[src/rtl/pointer_axis_pkg.sv]
// Shared types, ps2_mouse field positions and arithmetic helpers for the
// pointer_axis_emu analog-axis source selector.
package pointer_axis_pkg;

    typedef enum logic {
        PA_JOY   = 1'b0,
        PA_MOUSE = 1'b1
    } pa_mode_e;

    localparam int JOY_W          = 21;
    localparam int PS2_STROBE_BIT = 24;
    localparam int PS2_DY_LSB     = 16;
    localparam int PS2_DX_LSB     = 8;
    localparam int PS2_YSIGN_BIT  = 5;
    localparam int PS2_XSIGN_BIT  = 4;
    localparam int PS2_BTN_LSB    = 0;
    localparam int JOY_BTN_LO     = 4;
    localparam int JOY_BTN_HI     = 5;

    function automatic int clamp_mag(input int v, input int mag);
        if (v > mag) begin
            return mag;
        end else if (v < -mag) begin
            return -mag;
        end else begin
            return v;
        end
    endfunction

    // Saturate to the signed range of a width-bit value.
    function automatic int saturate(input int v, input int width);
        int hi;
        int lo;
        hi = (32'sd1 <<< (width - 1)) - 32'sd1;
        lo = -(32'sd1 <<< (width - 1));
        if (v > hi) begin
            return hi;
        end else if (v < lo) begin
            return lo;
        end else begin
            return v;
        end
    endfunction

    function automatic int toward_zero(input int v);
        if (v > 0) begin
            return v - 32'sd1;
        end else if (v < 0) begin
            return v + 32'sd1;
        end else begin
            return v;
        end
    endfunction

    // Sign-extended raw delta, scaled down by shift, then clamped per packet.
    function automatic int mouse_delta(input logic [7:0] raw, input logic sgn,
                                       input int shift, input int dmax);
        logic signed [8:0] v9;
        v9 = $signed({sgn, raw}) >>> shift;
        return clamp_mag(int'(v9), dmax);
    endfunction

endpackage

[src/rtl/pointer_axis_emu_if.sv]
// Bus bundle between hps_io-side sources and the core's per-port axis inputs.
interface pointer_axis_emu_if #(
    parameter int AXIS_W    = 8,
    parameter int NUM_PORTS = 2
);
    localparam int MPW = (NUM_PORTS > 1) ? $clog2(NUM_PORTS) : 1;

    logic [24:0]                                ps2_mouse;
    logic [NUM_PORTS*16-1:0]                    joya;
    logic [NUM_PORTS*pointer_axis_pkg::JOY_W-1:0] joy;
    logic                                       cpu_halt;
    logic [MPW-1:0]                             mouse_port;
    logic                                       recenter_en;
    logic [NUM_PORTS*AXIS_W-1:0]                axis_x;
    logic [NUM_PORTS*AXIS_W-1:0]                axis_y;
    logic [NUM_PORTS*pointer_axis_pkg::JOY_W-1:0] joy_out;
    logic [NUM_PORTS-1:0]                       mouse_active;

    modport master (
        output ps2_mouse, joya, joy, cpu_halt, mouse_port, recenter_en,
        input  axis_x, axis_y, joy_out, mouse_active
    );

    modport slave (
        input  ps2_mouse, joya, joy, cpu_halt, mouse_port, recenter_en,
        output axis_x, axis_y, joy_out, mouse_active
    );
endinterface

[src/rtl/pointer_axis_chan.sv]
// One controller port: JOY/MOUSE mode, saturating mouse accumulators and
// registered outputs. Auto-recentre exists only with POINTER_AXIS_RECENTER_EN.
module pointer_axis_chan
    import pointer_axis_pkg::*;
#(
    parameter int AXIS_W    = 8,
    parameter int DECAY_DIV = 65536
) (
    input  logic                     CLK_VIDEO,
    input  logic                     reset,
    input  logic                     toggle,
    input  logic                     sel,
    input  logic                     cpu_halt,
    input  logic                     recenter_en,
    input  logic signed [AXIS_W:0]   dx,
    input  logic signed [AXIS_W:0]   dy,
    input  logic [15:0]              joya,
    input  logic [JOY_W-1:0]         joy,
    input  logic [1:0]               buttons,
    output logic [AXIS_W-1:0]        axis_x,
    output logic [AXIS_W-1:0]        axis_y,
    output logic [JOY_W-1:0]         joy_out,
    output logic                     mouse_active
);

    pa_mode_e                mode_r;
    logic signed [AXIS_W:0]  acc_x_r;
    logic signed [AXIS_W:0]  acc_y_r;
    logic                    exit_s;
    logic                    decay_s;
    logic [AXIS_W-1:0]       joy_x_s;
    logic [AXIS_W-1:0]       joy_y_s;
    logic [JOY_W-1:0]        joy_mouse_s;

    assign exit_s  = (joya != 16'h0000) || cpu_halt || !sel;
    assign joy_x_s = AXIS_W'($signed(joya[7:0]));
    assign joy_y_s = AXIS_W'($signed(joya[15:8]));

    // Mouse buttons take over the joystick button pair while in MOUSE mode.
    always_comb begin
        joy_mouse_s = joy;
        joy_mouse_s[JOY_BTN_HI:JOY_BTN_LO] = buttons;
    end

`ifdef POINTER_AXIS_RECENTER_EN
    localparam int                PRE_W    = (DECAY_DIV > 1) ? $clog2(DECAY_DIV) : 1;
    localparam logic [PRE_W-1:0]  PRE_LAST = PRE_W'(DECAY_DIV - 1);

    logic [PRE_W-1:0] presc_r;

    assign decay_s = (mode_r == PA_MOUSE) && recenter_en && (presc_r == PRE_LAST);

    // Recentre prescaler, restarted by any packet or by leaving MOUSE.
    always_ff @(posedge CLK_VIDEO) begin
        if (reset) begin
            presc_r <= '0;
        end else if (exit_s || toggle) begin
            presc_r <= '0;
        end else if ((mode_r == PA_MOUSE) && recenter_en) begin
            presc_r <= decay_s ? '0 : presc_r + PRE_W'(1);
        end else begin
            presc_r <= presc_r;
        end
    end
`else
    logic [31:0] unused_s;

    assign decay_s  = 1'b0;
    assign unused_s = {recenter_en, 31'(DECAY_DIV)};
`endif

    // Mode FSM and accumulators; outputs are driven from the pre-edge mode.
    always_ff @(posedge CLK_VIDEO) begin
        if (reset) begin
            mode_r       <= PA_JOY;
            acc_x_r      <= '0;
            acc_y_r      <= '0;
            axis_x       <= '0;
            axis_y       <= '0;
            joy_out      <= '0;
            mouse_active <= 1'b0;
        end else begin
            case (mode_r)
                PA_MOUSE: begin
                    axis_x       <= acc_x_r[AXIS_W-1:0];
                    axis_y       <= acc_y_r[AXIS_W-1:0];
                    joy_out      <= joy_mouse_s;
                    mouse_active <= 1'b1;
                end
                default: begin
                    axis_x       <= joy_x_s;
                    axis_y       <= joy_y_s;
                    joy_out      <= joy;
                    mouse_active <= 1'b0;
                end
            endcase

            if (exit_s) begin
                mode_r  <= PA_JOY;
                acc_x_r <= '0;
                acc_y_r <= '0;
            end else if (toggle) begin
                mode_r  <= PA_MOUSE;
                acc_x_r <= (AXIS_W+1)'(saturate(int'(acc_x_r) + int'(dx), AXIS_W));
                acc_y_r <= (AXIS_W+1)'(saturate(int'(acc_y_r) + int'(dy), AXIS_W));
            end else if (decay_s) begin
                mode_r  <= mode_r;
                acc_x_r <= (AXIS_W+1)'(toward_zero(int'(acc_x_r)));
                acc_y_r <= (AXIS_W+1)'(toward_zero(int'(acc_y_r)));
            end else begin
                mode_r  <= mode_r;
                acc_x_r <= acc_x_r;
                acc_y_r <= acc_y_r;
            end
        end
    end

endmodule

[src/rtl/pointer_axis_emu.sv]
// Analog-axis source selector: shared mouse strobe detect and delta scaling,
// one pointer_axis_chan per port. Optional recentre: POINTER_AXIS_RECENTER_EN.
module pointer_axis_emu
    import pointer_axis_pkg::*;
#(
    parameter int AXIS_W      = 8,
    parameter int NUM_PORTS   = 2,
    parameter int DELTA_MAX   = 10,
    parameter int MOUSE_SHIFT = 1,
    parameter int DECAY_DIV   = 65536
) (
    input  logic               CLK_VIDEO,
    input  logic               reset,
    pointer_axis_emu_if.slave  bus
);

    localparam int MPW = (NUM_PORTS > 1) ? $clog2(NUM_PORTS) : 1;

    logic                          strobe_prev_r;
    logic                          toggle_s;
    logic signed [AXIS_W:0]        dx_s;
    logic signed [AXIS_W:0]        dy_s;
    logic [NUM_PORTS*AXIS_W-1:0]   axis_x_s;
    logic [NUM_PORTS*AXIS_W-1:0]   axis_y_s;
    logic [NUM_PORTS*JOY_W-1:0]    joy_out_s;
    logic [NUM_PORTS-1:0]          mouse_active_s;
    logic [3:0]                    unused_s;

    // Previous strobe; also loaded during reset so release never looks like a packet.
    always_ff @(posedge CLK_VIDEO) begin
        strobe_prev_r <= bus.ps2_mouse[PS2_STROBE_BIT];
    end

    assign toggle_s = bus.ps2_mouse[PS2_STROBE_BIT] != strobe_prev_r;
    assign dx_s = (AXIS_W+1)'(mouse_delta(bus.ps2_mouse[PS2_DX_LSB +: 8],
                                          bus.ps2_mouse[PS2_XSIGN_BIT], MOUSE_SHIFT, DELTA_MAX));
    assign dy_s = (AXIS_W+1)'(mouse_delta(bus.ps2_mouse[PS2_DY_LSB +: 8],
                                          bus.ps2_mouse[PS2_YSIGN_BIT], MOUSE_SHIFT, DELTA_MAX));
    assign unused_s = {bus.ps2_mouse[7:6], bus.ps2_mouse[3:2]};

    for (genvar p = 0; p < NUM_PORTS; p++) begin : g_chan
        pointer_axis_chan #(
            .AXIS_W    (AXIS_W),
            .DECAY_DIV (DECAY_DIV)
        ) u_chan (
            .CLK_VIDEO    (CLK_VIDEO),
            .reset        (reset),
            .toggle       (toggle_s),
            .sel          (bus.mouse_port == MPW'(p)),
            .cpu_halt     (bus.cpu_halt),
            .recenter_en  (bus.recenter_en),
            .dx           (dx_s),
            .dy           (dy_s),
            .joya         (bus.joya[p*16 +: 16]),
            .joy          (bus.joy[p*JOY_W +: JOY_W]),
            .buttons      (bus.ps2_mouse[PS2_BTN_LSB +: 2]),
            .axis_x       (axis_x_s[p*AXIS_W +: AXIS_W]),
            .axis_y       (axis_y_s[p*AXIS_W +: AXIS_W]),
            .joy_out      (joy_out_s[p*JOY_W +: JOY_W]),
            .mouse_active (mouse_active_s[p])
        );
    end

    assign bus.axis_x       = axis_x_s;
    assign bus.axis_y       = axis_y_s;
    assign bus.joy_out      = joy_out_s;
    assign bus.mouse_active = mouse_active_s;

endmodule

[src/flat_wrapper.sv]
// flat-port wrapper written by rule: the top's interface ports become plain ports
module pointer_axis_emu_flat import pointer_axis_pkg::*;
#(
    parameter int AXIS_W      = 8,
    parameter int NUM_PORTS   = 2,
    parameter int DELTA_MAX   = 10,
    parameter int MOUSE_SHIFT = 1,
    parameter int DECAY_DIV   = 65536
)
  (CLK_VIDEO, reset, bus_ps2_mouse, bus_joya, bus_joy, bus_cpu_halt, bus_mouse_port, bus_recenter_en, bus_axis_x, bus_axis_y, bus_joy_out, bus_mouse_active);
  pointer_axis_emu_if #(.AXIS_W(AXIS_W), .NUM_PORTS(NUM_PORTS)) bus_i ();
  input  logic CLK_VIDEO;
  input  logic reset;
  input wire logic [$bits(bus_i.ps2_mouse)-1:0] bus_ps2_mouse;
  input wire logic [$bits(bus_i.joya)-1:0] bus_joya;
  input wire logic [$bits(bus_i.joy)-1:0] bus_joy;
  input wire logic [$bits(bus_i.cpu_halt)-1:0] bus_cpu_halt;
  input wire logic [$bits(bus_i.mouse_port)-1:0] bus_mouse_port;
  input wire logic [$bits(bus_i.recenter_en)-1:0] bus_recenter_en;
  output wire logic [$bits(bus_i.axis_x)-1:0] bus_axis_x;
  output wire logic [$bits(bus_i.axis_y)-1:0] bus_axis_y;
  output wire logic [$bits(bus_i.joy_out)-1:0] bus_joy_out;
  output wire logic [$bits(bus_i.mouse_active)-1:0] bus_mouse_active;
  assign bus_i.ps2_mouse = bus_ps2_mouse;
  assign bus_i.joya = bus_joya;
  assign bus_i.joy = bus_joy;
  assign bus_i.cpu_halt = bus_cpu_halt;
  assign bus_i.mouse_port = bus_mouse_port;
  assign bus_i.recenter_en = bus_recenter_en;
  assign bus_axis_x = bus_i.axis_x;
  assign bus_axis_y = bus_i.axis_y;
  assign bus_joy_out = bus_i.joy_out;
  assign bus_mouse_active = bus_i.mouse_active;
  pointer_axis_emu #(.AXIS_W(AXIS_W), .NUM_PORTS(NUM_PORTS), .DELTA_MAX(DELTA_MAX), .MOUSE_SHIFT(MOUSE_SHIFT), .DECAY_DIV(DECAY_DIV)) u_core (.CLK_VIDEO(CLK_VIDEO), .reset(reset), .bus(bus_i));
endmodule
[config.mk]
export PLATFORM = sky130hd
export DESIGN_NAME = pointer_axis_emu_flat
export DESIGN_NICKNAME = d
export VERILOG_FILES = /design/src/rtl/pointer_axis_pkg.sv /design/src/rtl/pointer_axis_emu_if.sv /design/src/rtl/pointer_axis_chan.sv /design/src/rtl/pointer_axis_emu.sv /design/src/flat_wrapper.sv
export SDC_FILE = /design/constraint.sdc
export NUM_CORES = 1
export LEC_CHECK = 0
export CAP_MARGIN = 20
export CORE_UTILIZATION = 60
export DETAILED_ROUTE_END_ITERATION = 8
export DONT_BUFFER_PORTS = 1
export PLACE_DENSITY = 0.76
export SLEW_MARGIN = 40
export SYNTH_ARGS = -nofsm -noshare
export SYNTH_HDL_FRONTEND = slang
export SYNTH_HIERARCHICAL = 1
export SYNTH_SLANG_ARGS = --single-unit
export TNS_END_PERCENT = 1
[constraint.sdc]
create_clock -name CLK_VIDEO -period 5.65 [get_ports CLK_VIDEO]
set_input_delay 1.4125 -clock CLK_VIDEO [delete_from_list [all_inputs] [get_ports CLK_VIDEO]]
set_output_delay 1.4125 -clock CLK_VIDEO [all_outputs]
set_load 0.03 [all_outputs]
; Word-level counts from Yosys, hierarchy flattened
; Cells that the tools add are included.
[totals]
ff_bits = 115
[op_classes]
n_mux = 20
n_reduce_logical = 9
order_cmp = 12
addsub = 4
eq_ne = 1
[ops]
columns = op, count
row1 = $mux 9, 12
row2 = $add 9x9->10, 4
row3 = $gt 10x8->1 const B, 4
row4 = $lt 10x8->1 const B, 4
row5 = $mux 8, 4
row6 = $reduce_bool 16->1, 2
row7 = $gt 8x5->1 const B, 2
row8 = $lt 8x5->1 const B, 2
row9 = $mux 6, 2
row10 = $logic_or 1x1->1, 4
row11 = $reduce_or 2->1, 2
row12 = $mux 1, 2
row13 = $logic_not 1->1, 1
row14 = $ne 1x1->1, 1

; Longest topological paths before layout
[depth]
ltp_word = 7
mapped_depth = 13
ltp_nobuf = 13

; Cells and area by module
; Netlist, hierarchy kept.
[modules_own_cells]
columns = module, n_inst, cells_each, area_per_inst_um2
row1 = pointer_axis_chan at u_core.g_chan[1].u_chan, 1, 284, 2763.9
row2 = pointer_axis_chan at u_core.g_chan[0].u_chan, 1, 285, 2755.1
row3 = pointer_axis_emu, 1, 57, 385.4

; Worst setup path after synthesis
; OpenSTA, ideal clock, no wires.
[synth_path]
path_type = input to register
start = input bus_ps2_mouse[14]
end = register u_core.g_chan[1].u_chan.acc_x_r[2]
path_slack_ns = 1.254
t_arrival_ns = 4.274
cell_stages = 12
path_cell_list = nand4_1 or2_2 ha_1 nor2_1 o221ai_1 fa_1 a211o_1 a211o_1 o211a_1 a21o_1 and3b_1 a221o_1
[synth_between]
elab_chain_len = 7
word_cells_on_any_way = 9
classes_between = add/sub (1) / order compare (4) / mux (4)
[synth_lines]
columns = item, line
row1 = "start, declared", flat_wrapper.sv:14  ; input wire logic [$bits(bus_i.ps2_mouse)-1:0] bus_ps2_mouse;
row2 = $lt 8x5->1, pointer_axis_pkg.sv:23  ; end else if (v < -mag) begin
row3 = $mux 9, pointer_axis_pkg.sv:23
row4 = $mux 9 *, pointer_axis_pkg.sv:21  ; if (v > mag) begin
row5 = net u_core.dx_s[1], pointer_axis_emu.sv:21  ; logic signed [AXIS_W:0] dx_s;
row6 = $add 9x9->10 *, pointer_axis_chan.sv:104  ; acc_x_r <= (AXIS_W+1)'(saturate(int'(acc_x_r) + int'(dx), AXIS_W));
row7 = $lt 10x8->1, pointer_axis_pkg.sv:38  ; end else if (v < lo) begin
row8 = $mux 9, pointer_axis_pkg.sv:38
row9 = $mux 9 *, pointer_axis_pkg.sv:36  ; if (v > hi) begin
row10 = "end signal, assigned", pointer_axis_chan.sv:104
row11 = "end signal, assigned", pointer_axis_chan.sv:108  ; acc_x_r <= (AXIS_W+1)'(toward_zero(int'(acc_x_r)));
row12 = "end signal, assigned", pointer_axis_chan.sv:112  ; acc_x_r <= acc_x_r;
row13 = "end, declared", pointer_axis_chan.sv:27  ; logic signed [AXIS_W:0] acc_x_r;
; Mark *: on every way through the listed nets, which the timed path passes. The rest lies on a longest branch.
; A chain may end at the register's enable or synchronous reset.

; Final worst setup path
[layout_path]
start = input bus_ps2_mouse[14]
end = register u_core.g_chan[0].u_chan.acc_x_r[1]
[layout_between]
elab_chain_len = 7
word_cells_on_any_way = 9
classes_between = add/sub (1) / order compare (4) / mux (4)
[layout_lines]
columns = item, line
row1 = $lt 8x5->1, pointer_axis_pkg.sv:23
row2 = $mux 9, pointer_axis_pkg.sv:23
row3 = $mux 9 *, pointer_axis_pkg.sv:21
row4 = net u_core.dx_s[0], pointer_axis_emu.sv:21
row5 = $add 9x9->10 *, pointer_axis_chan.sv:104
row6 = $lt 10x8->1, pointer_axis_pkg.sv:38
row7 = $mux 9, pointer_axis_pkg.sv:38
row8 = $mux 9 *, pointer_axis_pkg.sv:36
row9 = "end signal, assigned", pointer_axis_chan.sv:104
row10 = "end signal, assigned", pointer_axis_chan.sv:108
row11 = "end signal, assigned", pointer_axis_chan.sv:112
row12 = "end, declared", pointer_axis_chan.sv:27
; Marked as above.

==> results.toml <==
[worst_setup_path]
worstSetupPathType = "in -> reg"
startpoint = "bus_ps2_mouse[14]"
critPathLaunchType = "input port"
r2r_start = "u_core/g_chan[0].u_chan/acc_x_r[0]"
critPathArrivalTime_ps = 5050
crit_path_end_kind = "flip-flop"
crit_required_ps = 6090
worstPathMaxFanout = 7

[final_layout]
area_growth_pct = 12.1
drive_gt1_share_pct = 9.67
layout.nets = 774
multi_input_area_sq_mm = 0.00350
layout.area.seq_sq_mm = 0.00230
instances_no_fill = 770
diodes = 0
n_fill_cell = 737
fin_area_sq_mm = 0.00662

[synth]
synth_top_area_share_pct = 39.0
synthesis.nets = 772
synth-edff-count = 0
synthCells = 626
synth_cell_types = 64
ys_seq_area_share_pct = 39.0
ys.flop_type = "dfxtp_1"
async_flop_share_pct = 0
yosys.cell_count.top_type = "dfxtp_1"
ys_ff_latch = 115
synth.area.top_cells = "dfxtp_1 39%, ha_1 8.1%, mux2i_1 6.3%"
ys_top_cells_by_count = "115 x dfxtp_1, 80 x nor2_1, 47 x nor2b_1, 38 x ha_1, 37 x mux2i_1"
netlist_area_sq_mm = 0.00590
syn_area_per_cell_sq_um = 9.43
synth_warnings = 6
synth_top_area_cell = "dfxtp_1"

[status]
status = "finished, final reports clean"

[power]
irDropWorstVdd_v = 0.000189
sw_frac_of_total_pct = 26.0
combPwrFrac_pct = 8.2
p_clk_share_pct = 49.6
leakagePower_uw = 0.00268
pwr-share-seq_pct = 42.2
intPower_uw = 1590
switchingPower_uw = 560
power_density_mw_per_mm2 = 325

[route]
viasPerCell = 6.22
drt_first_iter_violations = 173
wl_um = 13600
wl_per_cell_um = 17.6
route.detailed.drc = 0
via_count = 4791
ant_nets = 0
dr.pass1.iters = 5

[floorplan]
die_w_um = 101
start_util_pct = 63.0
io_pins = 180
dieArea_sq_mm = 0.0102
rows = 35
die_h_um = 101
core_region_area_sq_mm = 0.00937

[clock_network]
post-cts-setup-buffer-count = 0
htreeDepth = 4
clkSinkCount = 115
clockBufferDepth = 2
cts_root_buf = "clkbuf_8"
tritoncts = "done"
cts_resized = 0
clock_latency_ps = 500
numCtsBuffers = 17
path_clk_slew_ps = 60
ctsHoldBuffers = 0

[min_path]
worstHoldStart = "u_core/g_chan[1].u_chan/acc_y_r[2]"
holdCritPathClass = "reg -> reg"

[sta]
finalSetupViolations = 0
final_hold_viol_count = 0
skew_ps = 9.69
fmax_mhz = 217
tns_ps = 0
slew_violations = 0
slew_headroom_pct = 48.8
finalWorstPathRequiredPeriod_ps = 4610
rsz0062_at_grt = "false"
tightest_slew_ps = 768
fin_crit_sh_pct = 81.7

[placement]
portBuffers = 0
place_congestion = 0.908
place_area_sq_mm = 0.00602
dp_hpwl_um = 10100
placedCellCount = 738

[global_routing]
grt_max_degree = 79
grt_pass1_vias = 4401
grt_pass1_wl_um = 21200
antenna_found_initial = 0
grt.total_usage_pct = 26.6
grt.overflow.total = 0

[job]
max_cap_violations = 0
-- cell families (layout without fill, tap and decap cells) --
group                    Yosys count  count (layout)  share of synthesized area (%)
XOR/XNOR                          19              19                           2.82
AO/OA/AOI/OAI                    182             182                           23.4
AND/OR/NAND/NOR                  202             202                           17.2
buffers and inverters             29              44                           1.89
multiplexers                      37              37                           6.27
adder cells (fa/ha/maj)           42              42                           9.41
flip-flops                       115             115                           39.0
-- critical path: stages --
cell      delay (ps)
nand4_1           70
or2_2            310
ha_1             370
nand2b_1         190
a221oi_1         540
ha_1             340
fa_1             260
a211oi_1         100
o21ai_1          270
o21ai_0          200
o211a_1          270
nor4_1           510
a221o_1          210
-- per-layer routing --
metal  part of all wire [%]  vias to the layer above  wire, um  track usage, %
li1                       -                     2319         -               -
met1                     44                     2253      5970            33.9
met2                     47                      202      6400            44.0
met3                    7.5                       17      1010            5.80
met4                    1.3                        0       178            10.1
met5                      0                        -         0               0
-- layout make-up --
| class | instances | area share, % |
|---|---|---|
| multi-input combinational | 482 | 52.9 |
| inverter | 10 | 0.567 |
| clock buffer | 18 | 6.31 |
| clock inverter | 14 | 2.68 |
| sequential | 115 | 34.8 |
| timing repair buffer | 2 | 0.227 |
| tap | 129 | 2.44 |
-- stage by stage --
| stage | util, % | setup WS [ps] | hold slack (ps) | total power, uW |
|---|---|---|---|---|
| after detailed placement | 64.3 | 718 | 460 | 1100 |
| after floorplan | - | 1250 | 438 | 1070 |
| final | 70.6 | 1040 | 465 | 2150 |
| after global placement | 64.2 | 801 | 457 | 1090 |
| after CTS | 70.6 | 1180 | 469 | 2160 |
| after global routing | 70.6 | 852 | 497 | 2230 |
-- cell usage in the layout (no fill, tap or decap), types with 4 or more instances in the layout --
| cell type | n |
|---|---|
| o21bai_1 | 5 |
| fa_1 | 4 |
| a31oi_1 | 6 |
| nand2b_1 | 7 |
| nor2_1 | 80 |
| clkbuf_16 | 16 |
| dfxtp_1 | 113 |
| nor4_1 | 9 |
| a221o_1 | 10 |
| clkinvlp_4 | 4 |
| mux2i_1 | 37 |
| ha_1 | 38 |
| nor2b_1 | 47 |
| inv_1 | 10 |
| o21ai_1 | 13 |
| o21ai_0 | 12 |
| a21o_1 | 18 |
| a211oi_1 | 14 |
| a21oi_1 | 35 |
| a221oi_1 | 12 |
| o211ai_1 | 11 |
| xor2_1 | 7 |
| a2111oi_2 | 4 |
| nand2_1 | 24 |
| a211o_1 | 4 |
| nand4_1 | 4 |
| o21a_1 | 4 |
| or3_1 | 6 |
| o211a_1 | 5 |
| o221ai_1 | 4 |
| xnor2_1 | 11 |
-- flip-flops by register name (all words and copies together) (netlist names) --
name and flops:
u_core/g_chan.u_chan/joy_out 42, u_core/g_chan.u_chan/acc_x_r 18, u_core/g_chan.u_chan/acc_y_r 18, u_core/g_chan.u_chan/axis_x 16, u_core/g_chan.u_chan/axis_y 16, u_core/g_chan.u_chan/mode_r 2, u_core/g_chan.u_chan/mouse_active 2, u_core/strobe_prev_r 1
-- worst paths after layout --
| check | end | slack (ps) | cells after the start |
|---|---|---|---|
| worst min-delay path | u_core/g_chan[1].u_chan/acc_y_r[2] | 470 | 2 |
| worst min register to register | u_core/g_chan[1].u_chan/acc_y_r[2] | 470 | 2 |
| worst max register to register | u_core/g_chan[0].u_chan/acc_x_r[1] | 2910 | 8 |
| worst max-delay path | u_core/g_chan[0].u_chan/acc_x_r[1] | 1040 | 13 |
-- power by group through the flow --
stage	logic (uW)	clock network (uW)	registers, uW
3_3_place_gp	165	0	926
2_1_floorplan	147	0	922
5_1_grt	195	1120	911
3_5_place_dp	172	0	926
6_report	176	1070	908
4_1_cts	174	1080	909
No activity file was read; power rests on OpenSTA's default activity.
